`src/rtl/hilo_pkg.sv`:
```
// Shared types and constants for the HI/LO accumulate register file.
package hilo_pkg;

  typedef enum logic {
    AccAdd = 1'b0,
    AccSub = 1'b1
  } acc_op_e;

  typedef enum logic {
    StIdle  = 1'b0,
    StAccHi = 1'b1
  } hilo_state_e;

  // Start-to-commit latency of an accumulate, in cycles
  localparam int unsigned ACC_LAT = 2;

endpackage

```
`src/rtl/hilo_acc_file_if.sv`:
```
// Bus bundle between issue/commit logic and the HI/LO file.
interface hilo_acc_file_if
  import hilo_pkg::*;
#(
  parameter int unsigned DATA_W = 32,
  parameter int unsigned NUM_WP = 2
);

  logic [NUM_WP-1:0]        wr_hi_i;
  logic [NUM_WP*DATA_W-1:0] wr_hi_data_i;
  logic [NUM_WP-1:0]        wr_lo_i;
  logic [NUM_WP*DATA_W-1:0] wr_lo_data_i;
  logic                     acc_valid_i;
  acc_op_e                  acc_op_i;
  logic [2*DATA_W-1:0]      acc_prod_i;
  logic                     flush_i;
  logic [DATA_W-1:0]        hi_o;
  logic [DATA_W-1:0]        lo_o;
  logic                     busy_o;
  logic                     acc_done_o;

  modport master (
    output wr_hi_i, wr_hi_data_i, wr_lo_i, wr_lo_data_i,
    output acc_valid_i, acc_op_i, acc_prod_i, flush_i,
    input  hi_o, lo_o, busy_o, acc_done_o
  );

  modport slave (
    input  wr_hi_i, wr_hi_data_i, wr_lo_i, wr_lo_data_i,
    input  acc_valid_i, acc_op_i, acc_prod_i, flush_i,
    output hi_o, lo_o, busy_o, acc_done_o
  );

endinterface

```
`src/rtl/hilo_half_addsub.sv`:
```
// One DATA_W-wide half of the accumulate adder. For subtract, cout_o is the borrow out.
module hilo_half_addsub #(
  parameter int unsigned DATA_W = 32
) (
  input  logic [DATA_W-1:0] a_i,
  input  logic [DATA_W-1:0] b_i,
  input  logic              cin_i,
  input  logic              sub_i,
  output logic [DATA_W-1:0] sum_o,
  output logic              cout_o
);

  logic [DATA_W:0] res;

  // Extended-width add/sub: the top bit is carry (add) or borrow (sub)
  always_comb begin
    if (sub_i) begin
      res = {1'b0, a_i} - {1'b0, b_i} - {{DATA_W{1'b0}}, cin_i};
    end else begin
      res = {1'b0, a_i} + {1'b0, b_i} + {{DATA_W{1'b0}}, cin_i};
    end
  end

  assign sum_o  = res[DATA_W-1:0];
  assign cout_o = res[DATA_W];

endmodule

```
`src/rtl/hilo_acc_file.sv`:
```
// HI/LO register file: prioritised multi-port direct writes with 0-cycle forwarding,
// plus a two-cycle flushable multiply-accumulate engine.
module hilo_acc_file
  import hilo_pkg::*;
#(
  parameter int unsigned DATA_W = 32,
  parameter int unsigned NUM_WP = 2
) (
  input logic           clk_i,
  input logic           rst_i,
  hilo_acc_file_if.slave bus
);

  hilo_state_e       state_q, state_d;
  logic [DATA_W-1:0] hi_q, hi_d, lo_q, lo_d;
  logic [DATA_W-1:0] lo_sum_q, lo_sum_d, prod_hi_q, prod_hi_d, base_hi_q, base_hi_d;
  logic              carry_q, carry_d;
  acc_op_e           op_q, op_d;

  logic [NUM_WP-1:0] hi_win, lo_win;
  logic [DATA_W-1:0] hi_fwd, lo_fwd, hi_view, lo_view;
  logic [DATA_W-1:0] lo_add_sum, hi_new;
  logic              lo_add_cout, hi_add_cout_unused;
  logic              any_wr, done, busy;

  // A port wins its half when it is enabled and no higher (younger) port is
  for (genvar k = 0; k < NUM_WP; k++) begin : g_wp
    assign hi_win[k] = bus.wr_hi_i[k] && ((bus.wr_hi_i >> (k + 1)) == '0);
    assign lo_win[k] = bus.wr_lo_i[k] && ((bus.wr_lo_i >> (k + 1)) == '0);
  end

  // Forwarded view: winning write data, else the stored register
  always_comb begin
    hi_fwd = hi_q;
    lo_fwd = lo_q;
    for (int k = 0; k < NUM_WP; k++) begin
      if (hi_win[k]) hi_fwd = bus.wr_hi_data_i[k*DATA_W +: DATA_W];
      if (lo_win[k]) lo_fwd = bus.wr_lo_data_i[k*DATA_W +: DATA_W];
    end
  end

  assign any_wr = (|bus.wr_hi_i) || (|bus.wr_lo_i);

  hilo_half_addsub #(.DATA_W(DATA_W)) u_lo_half (
    .a_i   (lo_fwd),
    .b_i   (bus.acc_prod_i[DATA_W-1:0]),
    .cin_i (1'b0),
    .sub_i (bus.acc_op_i == AccSub),
    .sum_o (lo_add_sum),
    .cout_o(lo_add_cout)
  );

  // High half carry-out is dropped: the result wraps modulo 2^(2*DATA_W)
  hilo_half_addsub #(.DATA_W(DATA_W)) u_hi_half (
    .a_i   (base_hi_q),
    .b_i   (prod_hi_q),
    .cin_i (carry_q),
    .sub_i (op_q == AccSub),
    .sum_o (hi_new),
    .cout_o(hi_add_cout_unused)
  );

  // Next-state, operand latching and output view selection
  always_comb begin
    state_d   = state_q;
    lo_sum_d  = lo_sum_q;
    carry_d   = carry_q;
    prod_hi_d = prod_hi_q;
    base_hi_d = base_hi_q;
    op_d      = op_q;
    hi_d      = hi_fwd;
    lo_d      = lo_fwd;
    hi_view   = hi_fwd;
    lo_view   = lo_fwd;
    done      = 1'b0;
    busy      = 1'b0;
    unique case (state_q)
      StIdle: begin
        if (bus.acc_valid_i && !bus.flush_i) begin
          state_d   = StAccHi;
          lo_sum_d  = lo_add_sum;
          carry_d   = lo_add_cout;
          prod_hi_d = bus.acc_prod_i[2*DATA_W-1:DATA_W];
          base_hi_d = hi_fwd;
          op_d      = bus.acc_op_i;
        end
      end
      StAccHi: begin
        busy    = 1'b1;
        state_d = StIdle;
        // A flush or any younger direct write discards the accumulate
        if (!bus.flush_i && !any_wr) begin
          done    = 1'b1;
          hi_view = hi_new;
          lo_view = lo_sum_q;
          hi_d    = hi_new;
          lo_d    = lo_sum_q;
        end
      end
      default: state_d = StIdle;
    endcase
  end

  // Architectural and accumulate-pipeline state
  always_ff @(posedge clk_i or negedge rst_i) begin
    if (!rst_i) begin
      state_q   <= StIdle;
      hi_q      <= '0;
      lo_q      <= '0;
      lo_sum_q  <= '0;
      carry_q   <= 1'b0;
      prod_hi_q <= '0;
      base_hi_q <= '0;
      op_q      <= AccAdd;
    end else begin
      state_q   <= state_d;
      hi_q      <= hi_d;
      lo_q      <= lo_d;
      lo_sum_q  <= lo_sum_d;
      carry_q   <= carry_d;
      prod_hi_q <= prod_hi_d;
      base_hi_q <= base_hi_d;
      op_q      <= op_d;
    end
  end

  // Views are forced to zero while reset is held, even with writes pending
  assign bus.hi_o       = rst_i ? hi_view : '0;
  assign bus.lo_o       = rst_i ? lo_view : '0;
  assign bus.busy_o     = busy;
  assign bus.acc_done_o = done;

endmodule
```
`src/flat_wrapper.sv`:
```
// flat-port wrapper written by rule: the top's interface ports become plain ports
module hilo_acc_file_flat import hilo_pkg::*;
#(
  parameter int unsigned DATA_W = 32,
  parameter int unsigned NUM_WP = 2
)
  (clk_i, rst_i, bus_wr_hi_i, bus_wr_hi_data_i, bus_wr_lo_i, bus_wr_lo_data_i, bus_acc_valid_i, bus_acc_op_i, bus_acc_prod_i, bus_flush_i, bus_hi_o, bus_lo_o, bus_busy_o, bus_acc_done_o);
  hilo_acc_file_if #(.DATA_W(DATA_W), .NUM_WP(NUM_WP)) bus_i ();
  input logic clk_i;
  input logic rst_i;
  input wire logic [$bits(bus_i.wr_hi_i)-1:0] bus_wr_hi_i;
  input wire logic [$bits(bus_i.wr_hi_data_i)-1:0] bus_wr_hi_data_i;
  input wire logic [$bits(bus_i.wr_lo_i)-1:0] bus_wr_lo_i;
  input wire logic [$bits(bus_i.wr_lo_data_i)-1:0] bus_wr_lo_data_i;
  input wire logic [$bits(bus_i.acc_valid_i)-1:0] bus_acc_valid_i;
  input wire logic [$bits(bus_i.acc_op_i)-1:0] bus_acc_op_i;
  input wire logic [$bits(bus_i.acc_prod_i)-1:0] bus_acc_prod_i;
  input wire logic [$bits(bus_i.flush_i)-1:0] bus_flush_i;
  output wire logic [$bits(bus_i.hi_o)-1:0] bus_hi_o;
  output wire logic [$bits(bus_i.lo_o)-1:0] bus_lo_o;
  output wire logic [$bits(bus_i.busy_o)-1:0] bus_busy_o;
  output wire logic [$bits(bus_i.acc_done_o)-1:0] bus_acc_done_o;
  assign bus_i.wr_hi_i = bus_wr_hi_i;
  assign bus_i.wr_hi_data_i = bus_wr_hi_data_i;
  assign bus_i.wr_lo_i = bus_wr_lo_i;
  assign bus_i.wr_lo_data_i = bus_wr_lo_data_i;
  assign bus_i.acc_valid_i = bus_acc_valid_i;
  assign bus_i.acc_op_i = bus_acc_op_i;
  assign bus_i.acc_prod_i = bus_acc_prod_i;
  assign bus_i.flush_i = bus_flush_i;
  assign bus_hi_o = bus_i.hi_o;
  assign bus_lo_o = bus_i.lo_o;
  assign bus_busy_o = bus_i.busy_o;
  assign bus_acc_done_o = bus_i.acc_done_o;
  hilo_acc_file #(.DATA_W(DATA_W), .NUM_WP(NUM_WP)) u_core (.clk_i(clk_i), .rst_i(rst_i), .bus(bus_i));
endmodule
```
`config.mk`:
```
export PLATFORM = sky130hd
export DESIGN_NAME = hilo_acc_file_flat
export DESIGN_NICKNAME = d
export VERILOG_FILES = /design/src/rtl/hilo_pkg.sv /design/src/rtl/hilo_acc_file_if.sv /design/src/rtl/hilo_half_addsub.sv /design/src/rtl/hilo_acc_file.sv /design/src/flat_wrapper.sv
export SDC_FILE = /design/constraint.sdc
export NUM_CORES = 1
export LEC_CHECK = 0
export ABC_AREA = 1
export CORE_MARGIN = 1.5
export CORE_UTILIZATION = 50
export DETAILED_ROUTE_END_ITERATION = 10
export PLACE_DENSITY = 0.76
export SKIP_CTS_REPAIR_TIMING = 1
export SYNTH_ARGS = -nofsm -noshare
export SYNTH_HDL_FRONTEND = slang
export SYNTH_SLANG_ARGS = --single-unit
```
`constraint.sdc`:
```
create_clock -name clk_i -period 4.3 [get_ports clk_i]
set_clock_uncertainty 0.2 [all_clocks]
set_input_delay 0.86 -clock clk_i [delete_from_list [all_inputs] [get_ports clk_i]]
set_output_delay 0.86 -clock clk_i [all_outputs]
set_load 0.03 [all_outputs]
```
==> summary.md <==
| Metric | Value |
|---|---|
| Main synth FF type | dfrtp_1 |
| GP Congestion | between 0.9 and 1 |
| Clk root buf | clkbuf_16 |
| Finished Core Util | 65.8% |
| Logic pwr share | between 50% and 60% |
| Fin crit share | between 90% and 100% |
| Area delta synth->final | 30.2% |
| Ys Warns | 0 |
| Critical Path AT | between 3000 and 4000 ps |
| Area occupied by multi-input gates | roughly 11000 sq um |
| Site Rows | 65 |
| Min-delay src | u_core.lo_sum_q[0] |
| Asr flop ratio synth | between 90% and 100% |
| RSZ-0062 raised after global routing | yes |
| Syn nets | 2945 |
| First-pass GRT wire length | approximately 90000 um |
| Design area | about 21000 sq um |
| First-iteration detailed-routing DRC count | about 1400 |
| Worst reg-to-reg path cell count | 10 |
| MaxCap Viol Count | 0 |
| DRC viols | 0 |
| Cell Area, Synth | approximately 16000 sq um |
| Worst Hold Class | reg -> reg |
| Crit path capture type | output port |
| Most frequent cells in the layout | nand2_1 (986), inv_1 (384), clkdlybuf4s50_1 (199), nor2_1 (187), buf_4 (164) |
| Total gr overflow | 0 |
| Vias per std cell | between 5 and 6 |
| Number of global-route vias before repair | around 18000 |
| Critical Path RT | around 3200 ps |
| Wirelength per Cell | about 18 um |
| Antenna Nets Post-Route | 0 |
| Sequential Area | between 4000 and 5000 sq um |
| Hold slack | 292 ps |
| Die Y | approximately 180 um |
| Nets | approximately 3300 |
| Slew @ Worst Pin | around 970 ps |
| Reg2reg start | u_core.lo_q[2] |
| # H-tree levels | 4 |
| DP Wirelength | between 40000 and 50000 um |
| Fillers | 2959 |
| Slew Viols, Final | 0 |
| Layout cell share with drive strength beyond 1 | 12.5% |
| Final Hold Viols | 0 |
| Worst path most repeated cell | buf_4 |
| Fin crit period | ~4200 ps |
| Reg power frac | a little under a quarter |
| Pin count of the biggest net entering global routing | 160 |
| Number of flops mapped to enable cells by yosys | 0 |
| Router iterations before antenna repair | 6 |
| CTS Buf Count | 17 |
| Drt total wl | around 59000 um |
| Psw | about 4 mW |
| Clk slew on worst S/H paths | 70 ps |
| IO Count | around 270 |
| Post-synthesis sequential area ratio | between 20% and 30% |
| Cell Pwr Density | between 400 and 500 nW/um^2 |
| Synth cell types | 47 |
| Hold Path End | u_core.lo_sum_q[0] |
| Initial Util | between 50 and 60% |
| Slowest stage cell, crit path | clkdlybuf4s50_1 |
| Commonest non-fill, non-tap cell in the layout | nand2_1 |
| Pre-CTS setup slack | -184 ps |
| Critical path type | in -> out |
| Hold Crit Depth | 2 |
| Max Fclk | ~240 MHz |
| CTS sink count | 163 |
| Worst skew pair latency | between 400 and 500 ps |
| Startpoint types | input pin |
| Port Buf Inserts | ~270 |
| RR Endpoint | u_core.lo_sum_q[13] |
| Post-synthesis area per instance | 6.07 sq um |
| Core area | 31400 sq um |
| CTS tree | yes |
| # setup viols final | 0 |
| VDD IR max | 0.000309 V |
| CP Max Fanout | 17 |
| Chip Width | about 180 um |
| Post-Syn Instances | approximately 2600 |
| Outcome | finished clean |
| CTS max path bufs | 2 |
| DR vias | 18200 |
| Post-Place Cell Area | just under 20000 sq um |
| Critical path cell sequence | clkdlybuf4s50_1 -> nor2_8 -> nand3_2 -> inv_2 -> buf_4 -> nor2_1 -> a21oi_1 -> and2_1 -> buf_4 |
| Slew margin rel. | a little over a third |
| Leakage power | 10.8 nW |
| Worst path max stage delay | slightly above 600 ps |
| Seq cells post-synth | roughly 160 |
| Die ar. | ~33000 sq um |
| Clk pwr share | between 10% and 20% |
| GRT Resource Usage Total | a little over a third |
| Internal | between 4 and 5 mW |
| Initial antenna violation count | 1 |
| Pwr Total | between 8 and 9 mW |
| Switching Fraction | roughly 47% |
| Final worst slack | between 80 and 90 ps |
| R2r setup slk | between 1500 and 2000 ps |
==> synthesized netlist by cell type (3+ instances only) <==
library cell	number	share of area, %
o21ai_1	10	0.32
nand2_2	4	0.16
nor4_1	9	0.35
o21a_1	4	0.19
nor2_2	3	0.12
o211ai_1	3	0.14
o31ai_1	3	0.14
nand4_1	30	1.2
or2_2	10	0.39
a31oi_1	8	0.32
buf_6	6	0.43
inv_1	397	9.4
o21ai_0	94	3.0
nor2_1	199	4.7
and2_1	5	0.20
xnor2_1	23	1.3
nand3b_1	12	0.57
a41oi_1	14	0.77
nor3_1	24	0.76
dfrtp_1	163	26
and3_1	3	0.12
ha_1	123	9.7
xor2_1	31	1.7
nand3_1	164	5.2
inv_2	4	0.095
buf_2	11	0.35
o21ai_2	3	0.17
nand2_1	1019	24
clkbuf_1	48	1.1
a22oi_1	7	0.33
fa_1	5	0.63
o21bai_1	10	0.47
a21oi_1	148	4.7
==> through the flow <==
stage,setup TNS [ps],std cells
after floorplan,0,2616
after global placement,-138,3316
after detailed placement,-765,3316
after CTS,-1270,3348
after global routing,-226,3355
final,0,3356
==> routing by layer <==
metal	up-vias	wire length (um)	global-route usage, %
met4	0	1650	12.4
li1	8856	-	-
met3	109	3850	4.09
met2	728	29000	61.3
met1	8478	24800	46.6
met5	-	0	0
==> cells by family after synthesis <==
kind of cell,count (synthesis),share of synthesized area (%)
compound gates,310,10.8
fa+ha+maj,128,10.3
buf+inv,470,11.5
xor+xnor,54,2.98
simple gates,1491,38.6
flops,163,25.7
==> how the worst max path moves through the flow <==
stage                                     from                  end  slack [ps]  depth (start not counted)
after floorplan                 u_core.carry_q         bus_hi_o[15]         660                         14
after global placement       bus_acc_prod_i[0]  u_core.lo_sum_q[30]         -50                         21
after detailed placement     bus_acc_prod_i[0]  u_core.lo_sum_q[30]        -180                         21
after CTS                 u_core.base_hi_q[18]         bus_hi_o[28]        -180                         16
after global routing      u_core.base_hi_q[28]         bus_hi_o[30]         -50                         16
final                           bus_wr_lo_i[1]          bus_hi_o[0]          90                          9
==> cell type report <==
| cell class | count | share of cell area, % |
|---|---|---|
| repair buffers | 374 | 16.4 |
| well taps | 402 | 2.43 |
| flip-flops and latches | 163 | 19.8 |
| clock buffers | 18 | 2.08 |
| clock inverters | 14 | 0.684 |
| inverters | 401 | 7.29 |
| multi-input cells | 1983 | 51.3 |
| diodes | 1 | 0.0121 |
==> worst max-delay path, delay by kind of cell <==
kind	cells	cell delay [ps]
compound gates	1	200
buf+inv	4	1310
simple gates	4	780
==> state kept, by name (all words and copies together), names as in the netlist <==
name,flops
u_core.base_hi_q,32
u_core.hi_q,32
u_core.lo_q,32
u_core.lo_sum_q,32
u_core.prod_hi_q,32
u_core.carry_q,1
u_core.op_q,1
u_core.state_q,1
==> power groups by stage <==
| stage | registers, mW | clock network [mW] | logic, mW |
|---|---|---|---|
| CTS | 1.97 | 1.58 | 4.43 |
| global placement | 1.99 | 0 | 4.35 |
| detailed placement | 1.99 | 0 | 4.40 |
| global route | 2.00 | 1.65 | 5.45 |
| finish | 1.98 | 1.57 | 4.94 |
| floorplan | 1.93 | 0 | 2.95 |
No activity file was read; power rests on OpenSTA's default activity.
